$ cat src/rtl/neighbor_best_hop_scanner.sv
// Scans the neighbor table one entry per cycle and picks the eligible entry with the highest Q-value.
// Optional energy tie-break on equal Q-values is enabled by defining NT_SCAN_ENERGY_TIEBREAK_EN.
//
// state  | meaning
// S_IDLE | waiting for start; best_*/found hold the last result
// S_SCAN | evaluating entry rd_idx this cycle
// S_DONE | one-cycle done pulse, result valid
module neighbor_best_hop_scanner #(
  parameter int WORD_WIDTH  = 16,
  parameter int TABLE_DEPTH = 32,
  parameter logic [WORD_WIDTH-1:0] MY_NODE_ID = 16'h000C,
  localparam int IDX_W = $clog2(TABLE_DEPTH),
  localparam int CNT_W = $clog2(TABLE_DEPTH + 1)
) (
  input  logic                  clk,
  input  logic                  nrst,
  input  logic                  start,
  input  logic                  flush,
  input  logic [CNT_W-1:0]      num_entries,
  output logic [IDX_W-1:0]      rd_idx,
  input  logic                  rd_valid,
  input  logic [WORD_WIDTH-1:0] rd_node_id,
  input  logic [WORD_WIDTH-1:0] rd_hops,
  input  logic [WORD_WIDTH-1:0] rd_qvalue,
  input  logic [WORD_WIDTH-1:0] rd_energy,
  output logic                  busy,
  output logic                  done,
  output logic                  found,
  output logic [IDX_W-1:0]      best_idx,
  output logic [WORD_WIDTH-1:0] best_id,
  output logic [WORD_WIDTH-1:0] best_hops,
  output logic [WORD_WIDTH-1:0] best_qvalue
);

  typedef enum logic [1:0] {S_IDLE, S_SCAN, S_DONE} state_t;

  state_t           state;
  logic [IDX_W-1:0] last_idx;
  logic [CNT_W-1:0] n_clamp;
  logic             eligible;
  logic             better;

`ifdef NT_SCAN_ENERGY_TIEBREAK_EN
  logic [WORD_WIDTH-1:0] best_energy;

  always_comb begin
    better = !found || (rd_qvalue > best_qvalue) ||
             ((rd_qvalue == best_qvalue) && (rd_energy > best_energy));
  end
`else
  logic unused_energy;
  assign unused_energy = ^rd_energy;

  // Strict greater-than keeps the lowest-index winner on equal Q.
  always_comb begin
    better = !found || (rd_qvalue > best_qvalue);
  end
`endif

  always_comb begin
    n_clamp  = (num_entries > CNT_W'(TABLE_DEPTH)) ? CNT_W'(TABLE_DEPTH) : num_entries;
    eligible = rd_valid && (rd_node_id != MY_NODE_ID);
  end

  always_ff @(posedge clk or negedge nrst) begin
    if (!nrst) begin
      state       <= S_IDLE;
      rd_idx      <= '0;
      last_idx    <= '0;
      busy        <= 1'b0;
      done        <= 1'b0;
      found       <= 1'b0;
      best_idx    <= '0;
      best_id     <= '0;
      best_hops   <= '0;
      best_qvalue <= '0;
`ifdef NT_SCAN_ENERGY_TIEBREAK_EN
      best_energy <= '0;
`endif
    end else if (flush) begin
      state       <= S_IDLE;
      rd_idx      <= '0;
      busy        <= 1'b0;
      done        <= 1'b0;
      found       <= 1'b0;
      best_idx    <= '0;
      best_id     <= '0;
      best_hops   <= '0;
      best_qvalue <= '0;
`ifdef NT_SCAN_ENERGY_TIEBREAK_EN
      best_energy <= '0;
`endif
    end else begin
      case (state)
        S_IDLE: begin
          if (start) begin
            rd_idx      <= '0;
            busy        <= 1'b1;
            found       <= 1'b0;
            best_idx    <= '0;
            best_id     <= '0;
            best_hops   <= '0;
            best_qvalue <= '0;
`ifdef NT_SCAN_ENERGY_TIEBREAK_EN
            best_energy <= '0;
`endif
            last_idx    <= IDX_W'(n_clamp - CNT_W'(1));
            if (n_clamp == '0) begin
              state <= S_DONE;
              done  <= 1'b1;
            end else begin
              state <= S_SCAN;
            end
          end
        end
        S_SCAN: begin
          if (eligible && better) begin
            found       <= 1'b1;
            best_idx    <= rd_idx;
            best_id     <= rd_node_id;
            best_hops   <= rd_hops;
            best_qvalue <= rd_qvalue;
`ifdef NT_SCAN_ENERGY_TIEBREAK_EN
            best_energy <= rd_energy;
`endif
          end
          if (rd_idx == last_idx) begin
            state  <= S_DONE;
            done   <= 1'b1;
            rd_idx <= '0;
          end else begin
            rd_idx <= rd_idx + IDX_W'(1);
          end
        end
        S_DONE: begin
          state <= S_IDLE;
          done  <= 1'b0;
          busy  <= 1'b0;
        end
        default: begin
          state <= S_IDLE;
          done  <= 1'b0;
          busy  <= 1'b0;
        end
      endcase
    end
  end

endmodule

$ cat config.mk
export PLATFORM = sky130hd
export DESIGN_NAME = neighbor_best_hop_scanner
export DESIGN_NICKNAME = d
export VERILOG_FILES = /design/src/rtl/neighbor_best_hop_scanner.sv
export SDC_FILE = /design/constraint.sdc
export NUM_CORES = 1
export LEC_CHECK = 0
export BUFFER_PORTS_ARGS = -buffer_cell sky130_fd_sc_hd__buf_4
export CORE_UTILIZATION = 45
export CTS_CLUSTER_DIAMETER = 40
export DETAILED_ROUTE_END_ITERATION = 7
export HOLD_SLACK_MARGIN = 0.06
export PLACE_DENSITY_LB_ADDON = 0.05
export SYNTH_ARGS = -nofsm -noshare
export SYNTH_HDL_FRONTEND = slang
export SYNTH_SLANG_ARGS = --single-unit
$ cat constraint.sdc
create_clock -name clk -period 6.24 [get_ports clk]
set_input_delay 0.312 -clock clk [delete_from_list [all_inputs] [get_ports clk]]
set_output_delay 0.312 -clock clk [all_outputs]
set_load 0.03 [all_outputs]
=== Word level (Yosys, flattened, before mapping) ===
Index checks and enable logic that the tools add are counted.

* Register bits after elaboration: 68
* Latch bits: 0
* Bits in writable memories: 0
* Bits in read-only memories: 0
* Input bits: 75
* Output and inout port bits: 61
* Logic and storage cells: 71
* Memories: 0

* $add $sub $neg: 2
* Multiply operators: 0
* Div/mod/pow operators: 0
* Magnitude comparators: 2
* Eq/ne operators: 8
* Shift operators: 0
* Multiplexer cells: 35
* Bitwise operators: 1
* Reductions and logical operators: 13

{| class="wikitable"
|+ Operator list
! kind !! number
|-
| $mux 16 || 7
|-
| $pmux 16 s2 || 3
|-
| $mux 5 || 5
|-
| $pmux 5 s2 || 2
|-
| $gt 16x16->1 || 1
|-
| $ne 16x4->1 const B || 1
|-
| $ne 3x3->1 const B || 4
|-
| $mux 1 || 9
|-
| $reduce_and 3->1 || 3
|-
| $mux 2 || 4
|-
| $gt 6x6->1 const B || 1
|-
| $logic_not 6->1 || 1
|-
| $mux 6 || 1
|-
| $pmux 1 s2 || 3
|-
| $reduce_and 2->1 || 3
|-
| $add 5x1->5 const B || 1
|-
| $eq 5x5->1 || 1
|-
| $sub 5x1->5 const B || 1
|-
| $pmux 2 s2 || 1
|-
| $reduce_bool 3->1 || 1
|-
| $eq 2x1->1 const B || 1
|-
| $logic_and 1x1->1 || 2
|-
| $logic_not 2->1 || 1
|-
| $ne 2x2->1 const B || 1
|-
| 3 further kinds || 3
|}

=== Logic depth before layout (Yosys ltp) ===
* Depth after elaboration: 7
* Mapped depth: 10
* Gate-level depth less buffers: 8

=== Worst setup path before layout ===
No wires, ideal clock.

* Kind: reg2reg
* From: register best_qvalue[15]
* To: register best_idx[0]
* Library setup time: 0.079 ns
* Arrival time: 2.442 ns
* Required time: 6.161 ns
* Path slack: 3.718 ns
* Cell stages (with the launch flop): 11
* Buffers on the path: 2
* Period minus slack after synthesis: 2.522 ns
* Path through: dfrtp_1 > inv_1 > ha_1 > nand4_1 > or4_1 > a21o_1 > o211ai_1 > nor3b_2 > buf_6 > buf_12 > mux2i_1

* Word-level cells in the longest chain between the ends: 5

{| class="wikitable"
|+ RTL lines
! element !! RTL line !! source
|-
| start: declaration || 32 || <nowiki>output logic [WORD_WIDTH-1:0] best_qvalue</nowiki>
|-
| start signal: assignment || 122 || <nowiki>best_qvalue <= rd_qvalue;</nowiki>
|-
| $gt 16x16->1 || 56 || <nowiki>better = !found || (rd_qvalue > best_qvalue);</nowiki>
|-
| $logic_or 1x1->1 || 56 ||
|-
| $logic_and 1x1->1 || 117 || <nowiki>if (eligible && better) begin</nowiki>
|-
| $ne 3x3->1 (no line) || -- ||
|-
| $reduce_and 3->1 (no line) || -- ||
|-
| end signal: assignment || 119 || <nowiki>best_idx <= rd_idx;</nowiki>
|-
| end: declaration || 29 || <nowiki>output logic [IDX_W-1:0] best_idx,</nowiki>
|}

Every way passes these cells.
A chain may end at the register's enable or synchronous reset.

=== Worst setup path after layout ===
* From: register best_qvalue[13]
* To: register best_qvalue[11]

* Word-level cells in the longest chain between the ends: 5

{| class="wikitable"
|+ RTL lines
! element !! RTL line
|-
| $gt 16x16->1 || 56
|-
| $logic_or 1x1->1 || 56
|-
| $logic_and 1x1->1 || 117
|-
| $ne 3x3->1 (no line) || --
|-
| $reduce_and 3->1 (no line) || --
|}

Every way passes these cells.

==> metrics.txt <==
status finished clean; Final Util 60.61%; Tcrit/Tclk final 45.70%; fin crit period 2852 ps; Root Buffer clkbuf_8; diodes inserted 0; grt ovf 0; EDFF count, synth 0; largest net degree at the start of global routing 69; core area 7807 um^2; Clock Path Buffers 2; fill count 705; Max Slew Vio Count 0; Reg-to-Reg End best_qvalue[11]$_DFFE_PN0P_; final setup fails 0; flop-to-flop setup slack 3390 ps; area of the multi-input gates 1750 um^2; Warnings, synthesis 0; Initial DRC Count 78; Cell variety after synth 37; routed via count 2968; syn_nets 471; Worst VDD drop 0.0001882 V; final hold violation count 0; critical-path cell list inv_1 > ha_1 > nand4_1 > or4_1 > a21o_1 > o211ai_1 > nor3b_4 > buf_4 > mux2i_1; drt via density 4.947; Worst setup SP type flop; Setup CP Type reg -> reg; sequential area share after synthesis 46.58%; crit-path max cell delay 580 ps; CTS H-tree lvls 3; CP Max Fanout 33; worst skew pair latency 330 ps; Worst Hold Class in -> async; layout cells sized above 1 28.71%; port bufs 119; Synth Instances 377; top cells by area, synth dfrtp_1 47%, mux2i_1 15%, nand2_1 12%, ha_1 6.5%, buf_12 2.7%; DRC 0; count of standard-cell rows 32; fin nets 587; first-pass GRT wire length 13970 um; worst flop-to-flop path startpoint best_qvalue[13]$_DFFE_PN0P_; Die Y 92.11 um; Max Fclk 350.7 MHz; leading area contributor after synthesis dfrtp_1; total area of sequential cells 1702 um^2; actual slew at the worst max-slew pin 1052 ps; worst path arrival time 3100 ps; critical path's top delay family simple AND/OR/NAND/NOR gates; IO Count 136; Slew HR 29.84%; DRT Pass-1 Iters 4; Buf+Inv Stages, Crit Path 2; Synth top area share 46.58%; post-cts resize count 0; leak pwr 0.002292 uW; clk_skew 6.730 ps; Async S/R FF share, synth 100.0%; initial antenna violation count 0; Crit. End Element flop; RSZ-0062 raised after global routing no; crit path max-delay cell type or4_1; gpl congestion 0.7921; Die Area 8483 um^2; setup bufs post-CTS 0; GR Util All Layers 20.96%; Syn Area/Cell 9.691 um^2; routed wire length 8300 um; #FFs+latches synth 68; Num CTS Buffers 9; cells on worst reg2reg path 9; Die X 92.11 um; Synth-to-Final Area Change 29.52%; synthesized area 3654 um^2; Avg WL per Cell 13.83 um; starting density of the core 46.79%; Req. time, crit path 6480 ps; detailed placer's ending HPWL 5754 um; final setup TNS 0 ps; PwrDens 280.3 nW/um^2; CTS tree done; top_reg_cell synth dfrtp_1; number of global-route vias before repair 2912; Hold-fix buffers, CTS 0; number of max-cap violations 0; final worst-path setup slack 3388 ps; Reg clk slew, reported paths 70 ps; clk sink count 68; Place WS 3407 ps; post-detailed-route count of antenna-violating nets 0
## cell usage after synthesis (2+ instances only)
cell	count
o211ai_1	2
nand3_1	3
nor3_1	3
dfrtp_1	68
nand4_1	4
nor2_1	12
nand2b_1	3
nor4_1	7
ha_1	19
o31ai_1	2
xor2_1	3
mux2i_1	53
a211oi_1	2
a21oi_1	9
o21ai_1	2
xnor2_1	4
nor2b_1	4
inv_1	17
buf_12	5
nand2_1	120
or4_1	2
clkbuf_1	11
o21ai_0	8
## routing by layer
layer | global-route usage (%) | wire length, um | vias to the layer above
li1 | - | - | 1500
met1 | 26.68 | 3774 | 1389
met2 | 35.01 | 4005 | 70
met3 | 5.141 | 437 | 9
met4 | 6.641 | 83 | 0
met5 | 0 | 0 | -
## cells by family (layout without fill, tap and decap cells)
family,Yosys count,after routing,share of synthesized area (%)
AND/OR/NAND/NOR,161,161,18.60
flip-flops,68,68,46.58
multiplexers,54,54,14.83
buffers and inverters,35,156,6.027
AO/OA/AOI/OAI,33,33,5.788
adder cells (fa/ha/maj),19,19,6.507
XOR/XNOR,7,7,1.678
## state kept, by name, summed over array words and instances (netlist names), 2 cells and up
register     flops
best_idx         5
last_idx         5
state            2
best_qvalue     16
best_hops       16
rd_idx           5
best_id         16
## placed cells by master (no fill, tap or decap), types with 2 or more instances in the layout
cell / count
a211oi_1: 2
a21oi_1: 8
buf_4: 122
clkbuf_8: 10
clkinv_2: 4
dfrtp_1: 68
ha_1: 19
inv_1: 17
mux2i_1: 53
nand2_1: 120
nand2b_1: 3
nand3_1: 3
nand4_1: 4
nor2_1: 12
nor2b_1: 4
nor3_1: 3
nor4_1: 7
o211ai_1: 2
o21ai_0: 8
o21ai_1: 2
o31ai_1: 2
or4_1: 2
xnor2_1: 4
xor2_1: 3
## cell type report
| type | instances | area share (%) |
|---|---|---|
| clock buffers | 11 | 2.988 |
| multi-input cells | 274 | 36.99 |
| flip-flops and latches | 68 | 35.96 |
| repair buffers | 122 | 19.35 |
| clock inverters | 5 | 0.5817 |
| inverters | 18 | 1.428 |
| well taps | 102 | 2.697 |
## per-stage QoR
stage                     hold slack [ps]  instances  power, uW  area [um^2]
final                               84.75        600       1326         4732
after global routing                167.1        600       1415         4732
after CTS                           125.7        600       1349         4732
after detailed placement            473.0        584       1029         4563
after global placement              472.7        584       1022         4563
after floorplan                     16.41        377      880.4         3654
## worst max path at each step
| stage | endpoint | cells after the start | startpoint |
|---|---|---|---|
| finish | best_qvalue[11]$_DFFE_PN0P_ | 9 | best_qvalue[13]$_DFFE_PN0P_ |
| global route | best_qvalue[11]$_DFFE_PN0P_ | 9 | best_qvalue[15]$_DFFE_PN0P_ |
| CTS | best_qvalue[11]$_DFFE_PN0P_ | 9 | best_qvalue[13]$_DFFE_PN0P_ |
| detailed placement | best_qvalue[11]$_DFFE_PN0P_ | 9 | rd_qvalue[15] |
| global placement | best_hops[6]$_DFFE_PN0P_ | 9 | rd_qvalue[15] |
| floorplan | best_idx[0]$_DFFE_PN0P_ | 10 | best_qvalue[15]$_DFFE_PN0P_ |
## report_power, final
group	total (uW)	internal [uW]	switching (uW)
registers	548	500	48.0
logic	464	181	283
clock network	314	152	162
total	1330	834	492
Note: power is estimated with default switching activity, not from simulation.
